==> config.mk <==
export PLATFORM = sky130hd
export DESIGN_NAME = pipelined_addsub
export DESIGN_NICKNAME = d
export VERILOG_FILES = /design/src/rtl/pipelined_addsub_pkg.sv /design/src/rtl/full_adder.sv /design/src/rtl/pipelined_addsub_stage.sv /design/src/rtl/pipelined_addsub.sv
export SDC_FILE = /design/constraint.sdc
export NUM_CORES = 1
export LEC_CHECK = 0
export CAP_MARGIN = 40
export CORE_AREA = 3 3 81 83
export CTS_CLUSTER_SIZE = 28
export DETAILED_ROUTE_END_ITERATION = 16
export DIE_AREA = 0 0 84 86
export GPL_TIMING_DRIVEN = 0
export PLACE_DENSITY = 0.63
export SLEW_MARGIN = 15
export SYNTH_ARGS = -nofsm -noshare
export SYNTH_HDL_FRONTEND = slang
export SYNTH_HIERARCHICAL = 1
export SYNTH_SLANG_ARGS = --single-unit
==> constraint.sdc <==
create_clock -name clk -period 2.05 [get_ports clk]
set_input_delay 0.615 -clock clk [delete_from_list [all_inputs] [get_ports clk]]
set_output_delay 0.615 -clock clk [all_outputs]
set_load 0.02 [all_outputs]
==> src/rtl/pipelined_addsub_pkg.sv <==
// rtl/pipelined_addsub_pkg.sv - shared payload type and stage-count helper
package pipelined_addsub_pkg;

    localparam int MAX_W = 64;

    // Fields are sized for the widest legal operand; bits above WIDTH stay zero and are trimmed.
    typedef struct packed {
        logic             valid;
        logic             sub;
        logic             carry;
        logic             ovf;
        logic [MAX_W-1:0] sum;
        logic [MAX_W-1:0] rem_a;
        logic [MAX_W-1:0] rem_b;
    } stage_t;

    function automatic int calc_stages(input int width, input int bps);
        return (width + bps - 1) / bps;
    endfunction

endpackage

==> src/rtl/full_adder.sv <==
// rtl/full_adder.sv - single-bit full adder cell
module full_adder (
    input  logic a_i,
    input  logic b_i,
    input  logic ci_i,
    output logic s_o,
    output logic co_o
);

    assign s_o  = a_i ^ b_i ^ ci_i;
    assign co_o = (a_i & b_i) | (ci_i & (a_i ^ b_i));

endmodule

==> src/rtl/pipelined_addsub_stage.sv <==
// rtl/pipelined_addsub_stage.sv - ripple chunk adder used by each pipeline stage
module addsub_stage #(
    parameter int N = 2
) (
    input  logic [N-1:0] a_i,
    input  logic [N-1:0] b_i,
    input  logic         ci_i,
    output logic [N-1:0] s_o,
    output logic         co_o
);

    logic [N:0] carry;

    assign carry[0] = ci_i;

    for (genvar i = 0; i < N; i++) begin : g_bit
        full_adder u_fa (
            .a_i  (a_i[i]),
            .b_i  (b_i[i]),
            .ci_i (carry[i]),
            .s_o  (s_o[i]),
            .co_o (carry[i+1])
        );
    end

    assign co_o = carry[N];

endmodule

==> src/rtl/pipelined_addsub.sv <==
// rtl/pipelined_addsub.sv - carry-pipelined adder/subtractor with valid/ready handshake
module pipelined_addsub
    import pipelined_addsub_pkg::*;
#(
    parameter int WIDTH          = 8,
    parameter int BITS_PER_STAGE = 2
) (
    input  logic             clk,
    input  logic             rst,
    input  logic             en,
    input  logic             in_valid,
    output logic             in_ready,
    input  logic [WIDTH-1:0] a,
    input  logic [WIDTH-1:0] b,
    input  logic             cin,
    input  logic             sub,
    output logic             out_valid,
    input  logic             out_ready,
    output logic [WIDTH-1:0] s,
    output logic             c,
    output logic             ovf
);

    localparam int STAGES = calc_stages(WIDTH, BITS_PER_STAGE);

    logic   advance;
    stage_t entry;
    stage_t stage_d [STAGES];
    stage_t stage_q [STAGES];
    stage_t last_q;
    logic   unused_last;

    assign advance  = en && (!out_valid || out_ready);
    assign in_ready = advance;

    // Subtraction becomes a + ~b + !cin, so the first carry-in is cin ^ sub.
    always_comb begin
        entry       = '0;
        entry.valid = in_valid && in_ready;
        entry.sub   = sub;
        entry.carry = cin ^ sub;
        entry.rem_a = MAX_W'(a);
        entry.rem_b = MAX_W'(b);
    end

    for (genvar k = 0; k < STAGES; k++) begin : g_stage
        localparam int LO   = k * BITS_PER_STAGE;
        localparam int HI   = (((k + 1) * BITS_PER_STAGE < WIDTH) ? (k + 1) * BITS_PER_STAGE : WIDTH) - 1;
        localparam int N    = HI - LO + 1;
        localparam logic [MAX_W-1:0] DONE_MASK = {MAX_W{1'b1}} >> (MAX_W - 1 - HI);

        stage_t       prev;
        stage_t       d;
        logic [N-1:0] b_eff;
        logic [N-1:0] s_chunk;
        logic         co;

        if (k == 0) begin : g_first
            assign prev = entry;
        end else begin : g_next
            assign prev = stage_q[k-1];
        end

        assign b_eff = prev.rem_b[HI:LO] ^ {N{prev.sub}};

        addsub_stage #(.N(N)) u_chunk (
            .a_i  (prev.rem_a[HI:LO]),
            .b_i  (b_eff),
            .ci_i (prev.carry),
            .s_o  (s_chunk),
            .co_o (co)
        );

        // Resolved operand bits are dropped so only the still-needed upper bits keep flops.
        always_comb begin
            d             = prev;
            d.carry       = co;
            d.sum[HI:LO]  = s_chunk;
            d.rem_a       = prev.rem_a & ~DONE_MASK;
            d.rem_b       = prev.rem_b & ~DONE_MASK;
            d.ovf         = (k == STAGES - 1) && (prev.rem_a[HI] == b_eff[N-1])
                            && (s_chunk[N-1] != prev.rem_a[HI]);
        end

        assign stage_d[k] = d;
    end

    always_ff @(posedge clk) begin
        if (rst) begin
            for (int k = 0; k < STAGES; k++) stage_q[k] <= '0;
        end else if (advance) begin
            for (int k = 0; k < STAGES; k++) stage_q[k] <= stage_d[k];
        end
    end

    assign last_q      = stage_q[STAGES-1];
    assign out_valid   = last_q.valid;
    assign s           = last_q.sum[WIDTH-1:0];
    assign c           = last_q.carry;
    assign ovf         = last_q.ovf;
    assign unused_last = ^{last_q.sub, last_q.sum, last_q.rem_a, last_q.rem_b};

endmodule
==> results.txt <==
- Reg2reg end: stage_q[3][188]
- Critical Setup Path Class: flip-flop to flip-flop
- Setup violations remaining at the end of the flow were counted as 1.
* Post-layout total power: approximately 0.0024 W
* CP Data Required Time: 2.20 ns
- STA classifies the critical path startpoint as a flip-flop.
- Dividing the final minimum period by the clock period gives 1.02.
* Antenna violations before repair: 0
* Hold path startpoint: stage_q[2][129]
- Mean routed wirelength per cell: 11.6 um
- Routability-driven placement finished with a final weighted congestion of 0.723.
- In this run the static leakage power is roughly 1.2 nW.
- The filler cells instantiated in the layout total 491.
- The worst-case IR drop observed on VDD is 0.379 mV.
- The cell count after synthesis came out at 141.
- Worst min path class: flip-flop to flip-flop
- Total negative setup slack: -0.0365 ns
* Number of warnings reported in the yosys synthesis log: 6
- Count of pins on the block boundary: 35
* Area of the multi-input gates: 659 um^2
- Of the synthesized area, sequential elements account for 0.715.
- The largest registers in the layout are stage_q x56.
* Cells on worst reg2reg path: 5
- TritonCTS built the clock tree.
- Length of the first detailed-routing pass in iterations: 4
- Dividing the detail-routed via count by the number of cells gives approximately 4.4.
- Critical R2R Launch: stage_q[2][190]
* Synth Cell Area: 2350 um^2
- Across all layers, the routed design uses 1,135 vias.
- The floorplan step defined a core boundary enclosing between 5000 and 6000 um^2.
- Of the total power, registers draw 0.592.
* Layout cells sized above 1: 0.109
* #FFs+latches synth: 56
* Hold depth: 1
- In this run the mean area of a mapped cell was approximately 17 um^2.
* CTS clock-pin slew for the worst setup and hold paths: 0.09 ns
* Comb power frac: 0.113
* Area occupied by registers: around 1700 um^2
- DRC violations left: 0
- WHS Endpoint: stage_q[3][129]
- When the netlist entered floorplanning its net count stood at roughly 170.
* Die width: ~84 um
- Internal Dissipation: 0.00186 W
- In this run, the number of DRC markers left after iteration 0 of detailed routing was 46.
- The run finished, with violations left.
- Count of input and output buffers: 34
- Max Cap Violations: 0
- The H-tree generated during clock tree synthesis spans 2 levels.
- Peak clock frequency supported by timing: 479 MHz
- Setup slack on the critical path of the routed design comes to -0.0365 ns.
* Violations in the final reports: setup timing
* Maximum clock path buffer count: 2
* Number of CTS-inserted buffers: 5
- Library cell with the largest summed area after synthesis: sky130_fd_sc_hd__edfxtp_1
- Layout Nets: between 200 and 250
- The register with the most flip-flops in the layout has 56 of them.
* Clock share of power: 0.295
* Ranking of synthesized cells by area: sky130_fd_sc_hd__edfxtp_1 (72%), sky130_fd_sc_hd__and2_1 (15%), sky130_fd_sc_hd__fa_1 (6.8%)
* Sinks on Clock Net: 56
* Proportion of total power due to net switching: 0.207
- Pin slew with the least headroom to its limit: 0.728 ns
- Global-route wire length before repair: 5.38 mm
- Power spread over the standard cell area amounts to about 800 nW/um^2.
* Post-synth top area share: 0.715
- The netlist uses 13 different library cells.
* Combined global-route utilization of all metal layers: 0.0953
* Maximum net fanout on the critical path: 3
- The worst setup path is captured at a flip-flop.
- The count of pins over their slew limit was 0.
- The clock reaches the later pin of the worst-skew pair after 0.30 ns.
- Sw power: 0.000486 W
- Detailed placement ended at an HPWL of 2.08 mm.
- Most common cell after layout, fill and taps aside: sky130_fd_sc_hd__edfxtp_1
* Top reg by flops: stage_q
- The number of global-route vias before repair was 1,238.
- Area growth syn-to-layout: 24.6%
- Remaining Overflow, GRT: 0
* Maximum number of pins on one net before global-route repair: 57
- The clock arrives with between 0.007 and 0.008 ns of skew.
- RSZ-0062 raised after global routing: yes
* Period minus WS final: 2.09 ns
- The floorplan has 28 rows.
- The die covers 7220 um^2.
* Clock tree root driver cell: sky130_fd_sc_hd__clkbuf_8
- Summed over all layers, the routed wires come to 3.00 mm.
- Die Height: between 80 and 90 um
- Hold Vio Cnt, Final: 0
- Starting utilization of the core area: 0.397
- Headroom to the max-slew limit came out at 0.514.
- Arrival time reported for the critical path endpoint: between 2 and 2.5 ns
- 0 antenna diodes ended up in the layout.
* Number of nets with antenna violations after routing: 0
- For flop-to-flop paths, the worst setup slack is -0.04 ns.
- In the layout the commonest cells are sky130_fd_sc_hd__edfxtp_1 (56), sky130_fd_sc_hd__and2_1 (55), sky130_fd_sc_hd__clkdlybuf4s50_1 (29).
metal layers:
metal  vias up  track usage  wire, um  share of wire
met3         5       0.0375       195          0.065
met1       535        0.100      1200           0.40
met5         -            0         0              0
met2        34        0.170      1560           0.52
met4         0       0.0409        51          0.017
li1        561            -         -              -
critical path: stages (launching register included):
cell,delay [ns]
sky130_fd_sc_hd__edfxtp_1,0.41
sky130_fd_sc_hd__xor2_1,0.18
sky130_fd_sc_hd__fa_2,0.37
sky130_fd_sc_hd__fa_1,0.51
sky130_fd_sc_hd__or3b_1,0.35
sky130_fd_sc_hd__a21boi_1,0.13
how the worst max path moves through the flow:
stage	to	cells past startpoint	from	slack, ns
after floorplan	stage_q[3][188]	5	stage_q[2][190]	0.03
after global placement	stage_q[0][125]	5	sub	-0.49
after detailed placement	in_ready	4	out_ready	-0.50
after CTS	stage_q[3][188]	5	stage_q[2][190]	-0.04
after global routing	stage_q[3][188]	5	stage_q[2][190]	-0.14
final	stage_q[3][188]	5	stage_q[2][190]	-0.04
Yosys cell counts:
cell and n:
sky130_fd_sc_hd__fa_1 8, sky130_fd_sc_hd__or3b_1 1, sky130_fd_sc_hd__a21boi_1 1, sky130_fd_sc_hd__nand2b_1 1, sky130_fd_sc_hd__clkbuf_2 4, sky130_fd_sc_hd__clkbuf_1 1
sky130_fd_sc_hd__buf_6 1, sky130_fd_sc_hd__and2_1 56, sky130_fd_sc_hd__and3b_1 1, sky130_fd_sc_hd__xor2_1 9, sky130_fd_sc_hd__or2_2 1, sky130_fd_sc_hd__nand3b_1 1
sky130_fd_sc_hd__edfxtp_1 56
per-stage QoR:
stage	util	worst slack [ns]	instance area [um^2]	std cells	hold WS (ns)
after floorplan	-	0.0319	2360	141	0.497
after global placement	0.471	-0.490	2790	250	0.501
after detailed placement	0.471	-0.505	2790	250	0.502
after CTS	0.493	-0.0408	2920	259	0.525
after global routing	0.495	-0.141	2930	259	0.550
final	0.495	-0.0365	2930	259	0.523
repair_timing:
item | in CTS | in global routing
pin swaps | 2 | 1
setup endpoints to repair | 4 | 2
resized for setup | 11 | 3
hold buffers | 0 | 0
buffers inserted | 1 | 0
logic make-up after synthesis:
kind of cell,share of synthesized area
xor+xnor,0.0335
simple gates,0.165
fa+ha+maj,0.0681
flops,0.715
buf+inv,0.0149
compound gates,0.00319
final cells by class:
| class | instances | area share |
|---|---|---|
| plain buffers | 6 | 0.0120 |
| clock buffers | 6 | 0.0248 |
| clock inverters | 2 | 0.0120 |
| multi-input cells | 79 | 0.225 |
| flip-flops and latches | 56 | 0.574 |
| well taps | 75 | 0.0320 |
| repair buffers | 35 | 0.120 |
power by group through the flow:
stage | Sequential, W | Clock (W) | Combinational (W)
final | 0.00139 | 0.000693 | 0.000266
after detailed placement | 0.00142 | 0 | 0.000267
after global placement | 0.00141 | 0 | 0.000253
after floorplan | 0.00144 | 0 | 0.000124
after global routing | 0.00140 | 0.000765 | 0.000300
after CTS | 0.00139 | 0.000713 | 0.000271
Power figures use the tool's default switching activity.
